$ cat src/rtl/chunked_adder.sv
// Multi-cycle adder/subtractor/accumulator: WIDTH bits processed CHUNK bits per cycle, LSB first.
// Optional saturation on signed overflow when CHUNKED_ADDER_SAT_EN is defined.
module chunked_adder #(
  parameter int WIDTH = 32,
  parameter int CHUNK = 4
) (
  input  logic             Clk,
  input  logic             Reset_n,
  input  logic             En,
  input  logic             In_valid,
  output logic             In_ready,
  input  logic [1:0]       Op,
  input  logic [WIDTH-1:0] A,
  input  logic [WIDTH-1:0] B,
  output logic             Out_valid,
  input  logic             Out_ready,
  output logic [WIDTH-1:0] Sum,
  output logic             Carry,
  output logic             Overflow,
  output logic             Zero
);

  localparam int NCHUNK = WIDTH / CHUNK;
  localparam int CW     = (NCHUNK > 1) ? $clog2(NCHUNK) : 1;
  localparam logic [CW-1:0] LAST = CW'(NCHUNK - 1);

  typedef enum logic [1:0] {S_IDLE, S_CALC, S_DONE} state_e;
  typedef enum logic [1:0] {OP_ADD = 2'b00, OP_SUB = 2'b01, OP_ACC = 2'b10, OP_LOAD = 2'b11} op_e;

  state_e           state_q;
  op_e              op_q;
  logic [WIDTH-1:0] x_q, y_q, part_q, acc_q, sum_q;
  logic             c_q, carry_q, ovf_q, zero_q;
  logic [CW-1:0]    cnt_q;

  logic [WIDTH-1:0] x_d, y_d, part_d, sum_d;
  logic             c_d, chunk_c, carry_d, ovf_d, zero_d;
  logic [CHUNK-1:0] chunk_s;
  int               base;

  // Operand selection for the operation being accepted
  always_comb begin
    x_d = A;
    y_d = '0;
    c_d = 1'b0;
    unique case (op_e'(Op))
      OP_ADD:  y_d = B;
      OP_SUB:  begin y_d = ~B; c_d = 1'b1; end
      OP_ACC:  begin x_d = acc_q; y_d = A; end
      OP_LOAD: y_d = '0;
      default: y_d = '0;
    endcase
  end

  // One chunk of the ripple add; part_d is only published to Sum after the final chunk
  always_comb begin
    base = int'(cnt_q) * CHUNK;
    {chunk_c, chunk_s} = {1'b0, x_q[base +: CHUNK]} + {1'b0, y_q[base +: CHUNK]}
                       + (CHUNK + 1)'(c_q);
    part_d = part_q;
    part_d[base +: CHUNK] = chunk_s;
    carry_d = chunk_c;
    ovf_d   = (x_q[WIDTH-1] == y_q[WIDTH-1]) && (part_d[WIDTH-1] != x_q[WIDTH-1]);
    if (op_q == OP_LOAD) begin
      carry_d = 1'b0;
      ovf_d   = 1'b0;
    end
    sum_d = part_d;
`ifdef CHUNKED_ADDER_SAT_EN
    if (ovf_d)
      sum_d = x_q[WIDTH-1] ? {1'b1, {(WIDTH-1){1'b0}}} : {1'b0, {(WIDTH-1){1'b1}}};
`endif
    zero_d = (sum_d == '0);
  end

  always_ff @(posedge Clk or negedge Reset_n) begin
    if (!Reset_n) begin
      state_q <= S_IDLE;
      op_q    <= OP_ADD;
      x_q     <= '0;
      y_q     <= '0;
      c_q     <= 1'b0;
      part_q  <= '0;
      cnt_q   <= '0;
      acc_q   <= '0;
      sum_q   <= '0;
      carry_q <= 1'b0;
      ovf_q   <= 1'b0;
      zero_q  <= 1'b0;
    end else if (En) begin
      unique case (state_q)
        S_IDLE: begin
          if (In_valid) begin
            op_q    <= op_e'(Op);
            x_q     <= x_d;
            y_q     <= y_d;
            c_q     <= c_d;
            part_q  <= '0;
            cnt_q   <= '0;
            state_q <= S_CALC;
          end
        end
        S_CALC: begin
          part_q <= part_d;
          c_q    <= chunk_c;
          if (cnt_q == LAST) begin
            sum_q   <= sum_d;
            carry_q <= carry_d;
            ovf_q   <= ovf_d;
            zero_q  <= zero_d;
            if (op_q == OP_ACC || op_q == OP_LOAD)
              acc_q <= sum_d;
            state_q <= S_DONE;
          end else begin
            cnt_q <= cnt_q + CW'(1);
          end
        end
        S_DONE: begin
          if (Out_ready)
            state_q <= S_IDLE;
        end
        default: state_q <= S_IDLE;
      endcase
    end
  end

  assign In_ready  = (state_q == S_IDLE);
  assign Out_valid = (state_q == S_DONE);
  assign Sum       = sum_q;
  assign Carry     = carry_q;
  assign Overflow  = ovf_q;
  assign Zero      = zero_q;

endmodule
$ cat config.mk
export PLATFORM = sky130hd
export DESIGN_NAME = chunked_adder
export DESIGN_NICKNAME = d
export VERILOG_FILES = /design/src/rtl/chunked_adder.sv
export SDC_FILE = /design/constraint.sdc
export NUM_CORES = 1
export LEC_CHECK = 0
export CORE_MARGIN = 3
export CORE_UTILIZATION = 58
export CTS_BUF_LIST = sky130_fd_sc_hd__clkbuf_8
export CTS_CLUSTER_DIAMETER = 80
export DETAILED_ROUTE_END_ITERATION = 8
export PLACE_DENSITY = 0.94
export SYNTH_ARGS = -nofsm -noshare
export SYNTH_HDL_FRONTEND = slang
export SYNTH_SLANG_ARGS = --single-unit
$ cat constraint.sdc
create_clock -name Clk -period 4.8 [get_ports Clk]
set_input_delay 1.44 -clock Clk [delete_from_list [all_inputs] [get_ports Clk]]
set_output_delay 1.44 -clock Clk [all_outputs]
set_load 0.05 [all_outputs]
==> results of run 1 <==
cell families (layout without fill, tap and decap cells):
kind of cell,Yosys count,in the layout,share of synthesized area (%)
buffers and inverters,79,169,3.92
xor gates and xnor gates,28,28,2.84
muxes,69,69,10.5
adders and majority gates,12,12,1.91
AOI/OAI and AO/OA,259,259,17.4
and+or+nand+nor,288,288,13.9
DFF,171,171,49.5
layout make-up:
cell class / count / area share (%)
repair buffers: 126 / 12.2
multi-input cells: 656 / 39.6
well taps: 180 / 2.20
clock buffers: 18 / 2.42
clock inverters: 14 / 1.32
inverters: 11 / 0.404
flip-flops and latches: 171 / 41.8
power groups by stage:
stage	registers, W	logic [W]	clock network, W
floorplan	0.00241	0.00235	0
global route	0.00248	0.00395	0.00107
CTS	0.00241	0.00362	0.00101
detailed placement	0.00243	0.00357	0
global placement	0.00241	0.00348	0
finish	0.00243	0.00369	0.000999
worst reg2reg max path: stages, from the launching register on:
cell and delay, ps:
dfrtp_1 860, mux4_2 590, nand2_1 100, nand2_1 90, fa_1 440, inv_1 90, fa_1 500, nor2b_1 300
nor3_1 70, a221oi_1 300, nand3_1 130, a2111o_1 310, o31ai_2 170
per-stage QoR:
| stage | power [W] | cell area, sq um |
|---|---|---|
| 2_1_floorplan | 0.00477 | 8640 |
| 3_3_place_gp | 0.00589 | 9840 |
| 3_5_place_dp | 0.00600 | 9840 |
| 4_1_cts | 0.00704 | 10200 |
| 5_1_grt | 0.00750 | 10200 |
| 6_report | 0.00712 | 10200 |
cell usage after synthesis (all sizes together) (6+ instances only):
library cell  number  area (sq um)
dfrtp            171          4280
a21oi            137           686
nor2             133           499
nand2            100           375
o21ai             69           345
mux2i             50           513
clkbuf            46           173
xnor2             26           228
buf               22           125
nor3              18          90.1
mux4              16           360
ha                10           125
inv               10          37.5
o21a              10          75.1
o221ai             9          78.8
a22o               7          61.3
nand2b             6          37.5
nor2b              6          37.5
how the worst min path moves through the flow:
stage,startpoint,endpoint,slack [ps]
floorplan,part_q[27],part_q[27],440
global placement,part_q[27],part_q[27],460
detailed placement,part_q[31],part_q[31],470
CTS,Sum[12],Sum[12],490
global route,Sum[4],Sum[4],510
finish,Sum[12],Sum[12],480
flip-flops by register name, indices dropped and copies added (netlist names), 2 cells and up:
name	flops
Sum	32
acc_q	32
x_q	32
state_q	2
part_q	32
y_q	32
op_q	2
cnt_q	3
per-layer routing:
metal | routed length [microns] | track usage (%)
met3 | 1810 | 5.50
met1 | 9750 | 41.2
met4 | 842 | 12.3
met5 | 0 | 0
met2 | 11600 | 47.7
==> impl_results.md, run 1 <==
- Crit path capture type: flip-flop
- Die area: 16400 sq um
- Most frequent cells in the layout: 171 x dfrtp_1, 137 x a21oi_1, 132 x nor2_1
- Max-slew violation total from the final report: 0
- Sw Pwr: 0.00333 W
- Final Setup Violations: 0
- H-tree depth: 4
- Fin util: 72.0%
- HPWL after detailed placement: 17100 microns
- Sink Count: 171
- Pre-CTS setup slack: 873 ps
- Status: complete, no violations
- Final hold violations: 0
- Vias in the first global route: 7152
- CTS Hold Bufs: 0
- Total wire length: 24000 microns
- MaxCap Viol Count: 0
- Area of the multi-input gates: 4050 sq um
- Initial DRC count: 942
- CTS tree: done
- Gpl congestion: 0.966
- Post-Syn Nets: 989
- Synth Register Bits: 171
- Worst Path Buf+Inv: 1
- TritonRoute pass-1 iters: 6
- Area grow syn2layout: 18.4%
- Asr flop ratio synth: 100%
- Leak pwr: 4.28 nW
- Drt wl/cell: 20.4 microns
- Clock-pin slew on the worst setup and hold paths: 90 ps
- Worst R2R End: Zero
- Via density: 6.27
- Ys Warns: 0
- Fin cells: 1176
- Largest net degree at the start of global routing: 94
- Hold WS: 482 ps
- Commonest non-fill, non-tap cell in the layout: dfrtp_1
- Row Count: 43
- Minimum clock period: 4030 ps
- Post-synth EDFFs: 0
- CP arrival: 4420 ps
- Setup crit end: Zero
- Crit share post-route: 84.0%
- Initial antenna violation count: 0
- Peak supply drop: 0.421 mV
- Chip Height: 128 microns
- Max Clock Skew: 14.9 ps
- Setup Buffers After CTS: 0
- Switching part of the total: 46.7%
- Residual DRC: 0
- Worst reg2reg path startpoint: cnt_q[0]
- Cell count of the worst hold path: 2
- Clock power share: 14.0%
- Top_reg_cell synth: dfrtp_1
- Synthesized instance count: 906
- Pwr Density: 696 nW/um^2
- Sequential Area: 4280 sq um
- CTS max path bufs: 2
- Crit path largest cell delay: 860 ps
- Worst Tran Pin Value: 931 ps
- Port buffer count: 107
- Hold Path Class: flip-flop to flip-flop
- Clock Latency Late Sink: 480 ps
- R2R depth: 12
- RSZ-0062 raised after global routing: false
- Int Pwr: 0.00379 W
- FMAX: 248 MHz
- Share of cells above drive strength 1: 8.53%
- Post-cts sizing count: 0
- Die Wd: 128 microns
- Crit Path Max Fanout: 13
- Vias post-DR: 7373
- Relative slew slack: 37.8%
- Flop pwr share: 34.2%
- Required time worst endpoint: 5190 ps
- Grt total ovfl: 0
- Cts bufs inserted: 17
- Mapped cell area: 8640 sq um
- Yosys cell types: 57
- Top Ports: 108
- Core Area: 14200 sq um
- # placed instances: 1144
- R2R Setup Slk: 770 ps
- Clock Tree Root: clkbuf_8
- Nets: 1066
- Layout fillers: 1012
- Post-synthesis sequential area ratio: 49.5%
- Startpoint types: flip-flop
- First-pass GRT wire length: 38000 microns
- Combinational power share: 51.8%
- Total GRT Usage: 30.0%
- Cell chain of the critical path: mux4_2, nand2_1, nand2_1, fa_1, inv_1, fa_1, nor2b_1, nor3_1, a221oi_1, nand3_1, a2111o_1, o31ai_2
- Antenna diode count: 0
- Fin worst setup slack: 768 ps
- Crit-path leading delay family: adder cells
- Syn_area_per_cell: 9.54 sq um
- Slowest CP cell: dfrtp_1
- Initial Util: 60.8%
- Crit path kind: flip-flop to flip-flop
- Post-Route Setup TNS: 0 ps
- Crit path depth: 12
- Routed Antenna Nets: 0
- Crit. Startpoint: cnt_q[0]
Power figures use the tool's default switching activity.
==> inputs of run 2 (changes only) <==
==> constraint.sdc (replaced) <==
create_clock -name Clk -period 4 [get_ports Clk]
set_input_delay 1.2 -clock Clk [delete_from_list [all_inputs] [get_ports Clk]]
set_output_delay 1.2 -clock Clk [all_outputs]
set_load 0.05 [all_outputs]
==> run 2 against run 1 <==
Hold slack gained 2.7 ps. Sequential share of layout area decreased by 0.30 points. Cell count increased by 0.68%. Clock skew increased by 1.4 ps. Setup slack got worse by 560 ps. Maximum frequency increased by 6.3%. Clock power is 28% higher. Routed wire length is 4.3% higher.
==> impl_results.md, run 2 (synthesis results as in run 1) <==
- Routed Antenna Nets: 0
- Port buffer count: 107
- FMAX: 264 MHz
- Sw Pwr: 0.00405 W
- Core Area: 14200 sq um
- CTS Hold Bufs: 0
- First-pass GRT wire length: 39300 microns
- Chip Height: 128 microns
- Vias in the first global route: 7145
- Drt wl/cell: 21.1 microns
- Share of cells above drive strength 1: 9.06%
- TritonRoute pass-1 iters: 5
- Max Clock Skew: 16.3 ps
- Total wire length: 25000 microns
- Startpoint types: flip-flop
- Clock-pin slew on the worst setup and hold paths: 90 ps
- Relative slew slack: 36.6%
- MaxCap Viol Count: 0
- Max-slew violation total from the final report: 0
- Layout fillers: 993
- Minimum clock period: 3790 ps
- Pwr Density: 853 nW/um^2
- Cts bufs inserted: 17
- Area of the multi-input gates: 4050 sq um
- Largest net degree at the start of global routing: 71
- Combinational power share: 52.2%
- Residual DRC: 0
- Gpl congestion: 0.985
- Sequential Area: 4280 sq um
- Grt total ovfl: 0
- Worst Tran Pin Value: 937 ps
- Switching part of the total: 46.0%
- CP arrival: 4160 ps
- Clock Latency Late Sink: 480 ps
- Status: complete, no violations
- Clock power share: 14.6%
- Setup Buffers After CTS: 0
- Row Count: 43
- Die area: 16400 sq um
- Commonest non-fill, non-tap cell in the layout: dfrtp_1
- Int Pwr: 0.00474 W
- Crit path capture type: flip-flop
- Post-cts sizing count: 0
- Required time worst endpoint: 4370 ps
- Fin util: 72.6%
- Die Wd: 128 microns
- Area grow syn2layout: 19.3%
- # placed instances: 1152
- Peak supply drop: 0.445 mV
- Crit path kind: flip-flop to flip-flop
- Crit share post-route: 94.9%
- Top Ports: 108
- Initial Util: 60.8%
- CTS tree: done
- Crit Path Max Fanout: 22
- Antenna diode count: 0
- Vias post-DR: 7356
- Fin cells: 1184
- Leak pwr: 4.35 nW
- Sink Count: 171
- Via density: 6.21
- Initial antenna violation count: 0
- Initial DRC count: 725
- Hold Path Class: flip-flop to flip-flop
- Nets: 1074
- H-tree depth: 4
- CTS max path bufs: 2
- Final hold violations: 0
- Clock Tree Root: clkbuf_8
- Total GRT Usage: 31.2%
- Flop pwr share: 33.2%
- Most frequent cells in the layout: 170 x dfrtp_1, 137 x a21oi_1, 132 x nor2_1
- HPWL after detailed placement: 17600 microns
- Final Setup Violations: 0
==> run 2: power by group through the flow <==
stage / combinational [W] / clock, W / sequential [W]
after floorplan: 0.00283 / 0 / 0.00289
after global placement: 0.00426 / 0 / 0.00289
after detailed placement: 0.00440 / 0 / 0.00290
after CTS: 0.00445 / 0.00128 / 0.00288
after global routing: 0.00491 / 0.00135 / 0.00297
final: 0.00459 / 0.00128 / 0.00292
==> run 2: area by class of cell <==
class                      instances  area share (%)
clock buffer                      19            2.54
clock inverter                    13            1.46
inverter                          11           0.401
multi-input combinational        656            39.3
sequential                       171            41.5
tap                              180            2.19
timing repair buffer             134            12.6
==> run 2: metrics by stage <==
stage	power [W]	setup slack, ps	hold WS (ps)	area (sq um)	setup TNS (ps)
after global placement	0.00714	483	456	9890	0
after global routing	0.00923	-37.0	506	10300	-52.5
after detailed placement	0.00730	373	466	9890	0
after CTS	0.00861	245	485	10300	0
after floorplan	0.00572	56.1	442	8640	0
final	0.00879	206	485	10300	0
==> run 2: worst paths after layout <==
path / endpoint / from / slack [ps] / cells after the start
max: Overflow / cnt_q[0] / 210 / 13
min: part_q[27] / part_q[27] / 480 / 2
max reg2reg: Overflow / cnt_q[0] / 210 / 13
min reg2reg: part_q[27] / part_q[27] / 480 / 2
max in group asynchronous: y_q[27] / Reset_n / 2480 / 2
min in group asynchronous: Sum[6] / Reset_n / 730 / 1
==> run 2: critical path, cell delays in order, from the launching register on <==
cell and delay (ps):
dfrtp_1 570, buf_4 350, mux4_2 540, nand2_1 100, and2_1 240, inv_1 70
ha_1 300, a21o_1 190, a21oi_1 300, xor2_1 120, buf_4 200, o31a_1 360
mux2i_1 140, a22o_1 200
==> run 2: per-layer routing <==
metal	track usage [%]	wire, microns
met1	41.7	10100
met2	50.5	12100
met3	6.42	1890
met4	12.5	893
met5	0	0
==> inputs of run 3 (changes only) <==
--- a/config.mk
+++ b/config.mk
@@ -5,12 +5,13 @@
 export SDC_FILE = /design/constraint.sdc
 export NUM_CORES = 1
 export LEC_CHECK = 0
+export CAP_MARGIN = 20
 export CORE_MARGIN = 3
-export CORE_UTILIZATION = 58
+export CORE_UTILIZATION = 39
 export CTS_BUF_LIST = sky130_fd_sc_hd__clkbuf_8
 export CTS_CLUSTER_DIAMETER = 80
 export DETAILED_ROUTE_END_ITERATION = 8
-export PLACE_DENSITY = 0.94
+export PLACE_DENSITY = 0.7
 export SYNTH_ARGS = -nofsm -noshare
 export SYNTH_HDL_FRONTEND = slang
 export SYNTH_SLANG_ARGS = --single-unit
==> run 3 against run 2 <==
Flip-flop and latch count unchanged. Largest cell class unchanged. Via count down 4.6%. Cell area up 2.1%.
==> impl_results.md, run 3 (synthesis results as in run 1) <==
- Top Ports: 108
- Post-DP Area: 10100 sq um
- RSZ-0062 raised after global routing: false
- TritonRoute pass-1 iters: 5
- Clock Tree Root: clkbuf_8
- Sink Count: 171
- Nets: 1084
- Minimum clock period: 3580 ps
- Largest net degree at the start of global routing: 61
- Total wire length: 24800 microns
- Routed Antenna Nets: 0
- H-tree depth: 4
- Clock-pin slew on the worst setup and hold paths: 90 ps
- CTS tree: done
- Crit path capture type: flip-flop
- Crit share post-route: 89.5%
- Crit. Startpoint: cnt_q[0]
- Hold Path Class: flip-flop to flip-flop
- Crit path kind: flip-flop to flip-flop
- Residual DRC: 0
- Power Total: 0.00869 W
- Row Count: 53
- Commonest non-fill, non-tap cell in the layout: dfrtp_1
- Drt wl/cell: 19.2 microns
- Chip Height: 155 microns
- Setup crit end: Zero
- Max-slew violation total from the final report: 0
- Worst R2R End: Zero
- Post-cts sizing count: 0
- # placed instances: 1257
- Total GRT Usage: 21.1%
- Startpoint types: flip-flop
- R2R depth: 12
- Core Area: 21400 sq um
- Initial DRC count: 567
- Peak supply drop: 0.633 mV
- Final non-filler cell area: 10500 sq um
- Status: complete, no violations
- Setup Buffers After CTS: 0
- Die Wd: 155 microns
- Die area: 24000 sq um
- Required time worst endpoint: 4390 ps
- Antenna diode count: 0
- Via density: 5.45
- Grt total ovfl: 0
- Worst reg2reg path startpoint: cnt_q[0]
- FMAX: 279 MHz
- Pwr Density: 827 nW/um^2
- CP arrival: 3970 ps
- Clock Latency Late Sink: 480 ps
- R2R Setup Slk: 420 ps
- Relative slew slack: 43.0%
- Vias in the first global route: 6987
- Final hold violations: 0
- Final Setup Violations: 0
- Cts bufs inserted: 17
- CTS Hold Bufs: 0
- CTS max path bufs: 2
- First-pass GRT wire length: 39300 microns
- Initial antenna violation count: 1
- Most frequent cells in the layout: 171 x dfrtp_1, 137 x a21oi_1, 132 x nor2_1
- Max Clock Skew: 13.5 ps
- MaxCap Viol Count: 0
- Fin util: 49.1%
- Crit Path Max Fanout: 6
- Worst Tran Pin Value: 853 ps
- Vias post-DR: 7021
- Port buffer count: 107
- Post-Route Setup TNS: 0 ps
- Fin cells: 1289
- Gpl congestion: 0.956
- HPWL after detailed placement: 18300 microns
- Initial Util: 40.3%
- Share of cells above drive strength 1: 9.76%
- Area grow syn2layout: 21.7%
- Leak pwr: 4.40 nW
## run 3: routing by layer
metal  up-vias  wire length [microns]  GRT usage (%)
met5         -                     10              0
met4         2                    510           6.14
met3        34                   1300           4.23
met2       215                  11800           33.1
met1      3422                  11200           29.9
li1       3348                      -              -
## run 3: how the worst min path moves through the flow
stage,from,end,slack [ps],cells after the start
5_1_grt,Sum[1],Sum[1],510,2
2_1_floorplan,part_q[27],part_q[27],440,2
3_3_place_gp,part_q[27],part_q[27],450,2
3_5_place_dp,part_q[27],part_q[27],460,2
4_1_cts,part_q[27],part_q[27],480,2
6_report,part_q[27],part_q[27],480,2
## run 3: area by class of cell
cell class | instances | area, sq um
fill | 1984 | 10900
sequential | 171 | 4280
multi-input combinational | 656 | 4050
timing repair buffer | 144 | 1400
tap | 275 | 344
clock buffer | 21 | 289
clock inverter | 11 | 120
inverter | 11 | 41.3
## run 3: worst max-delay path, cell delays in order (launching register included)
cell and delay (ps):
dfrtp_1 530, mux4_2 550, nand2_1 100, nand2_1 80, fa_1 430, inv_1 80
fa_1 240, xor2_1 410, nor4_1 140, a221oi_1 240, nand4_1 140, a2111o_1 380
o31ai_2 170
## run 3: power breakdown
group / switching, W / internal [W]
registers: 0.000537 / 0.00236
logic: 0.00272 / 0.00180
clock network: 0.000654 / 0.000619
total: 0.00391 / 0.00478
## run 3: per-stage QoR
stage | hold WS [ps] | setup slack, ps
CTS | 482 | 431
global placement | 455 | 567
floorplan | 442 | 56.1
finish | 478 | 419
global route | 510 | 175
detailed placement | 463 | 458
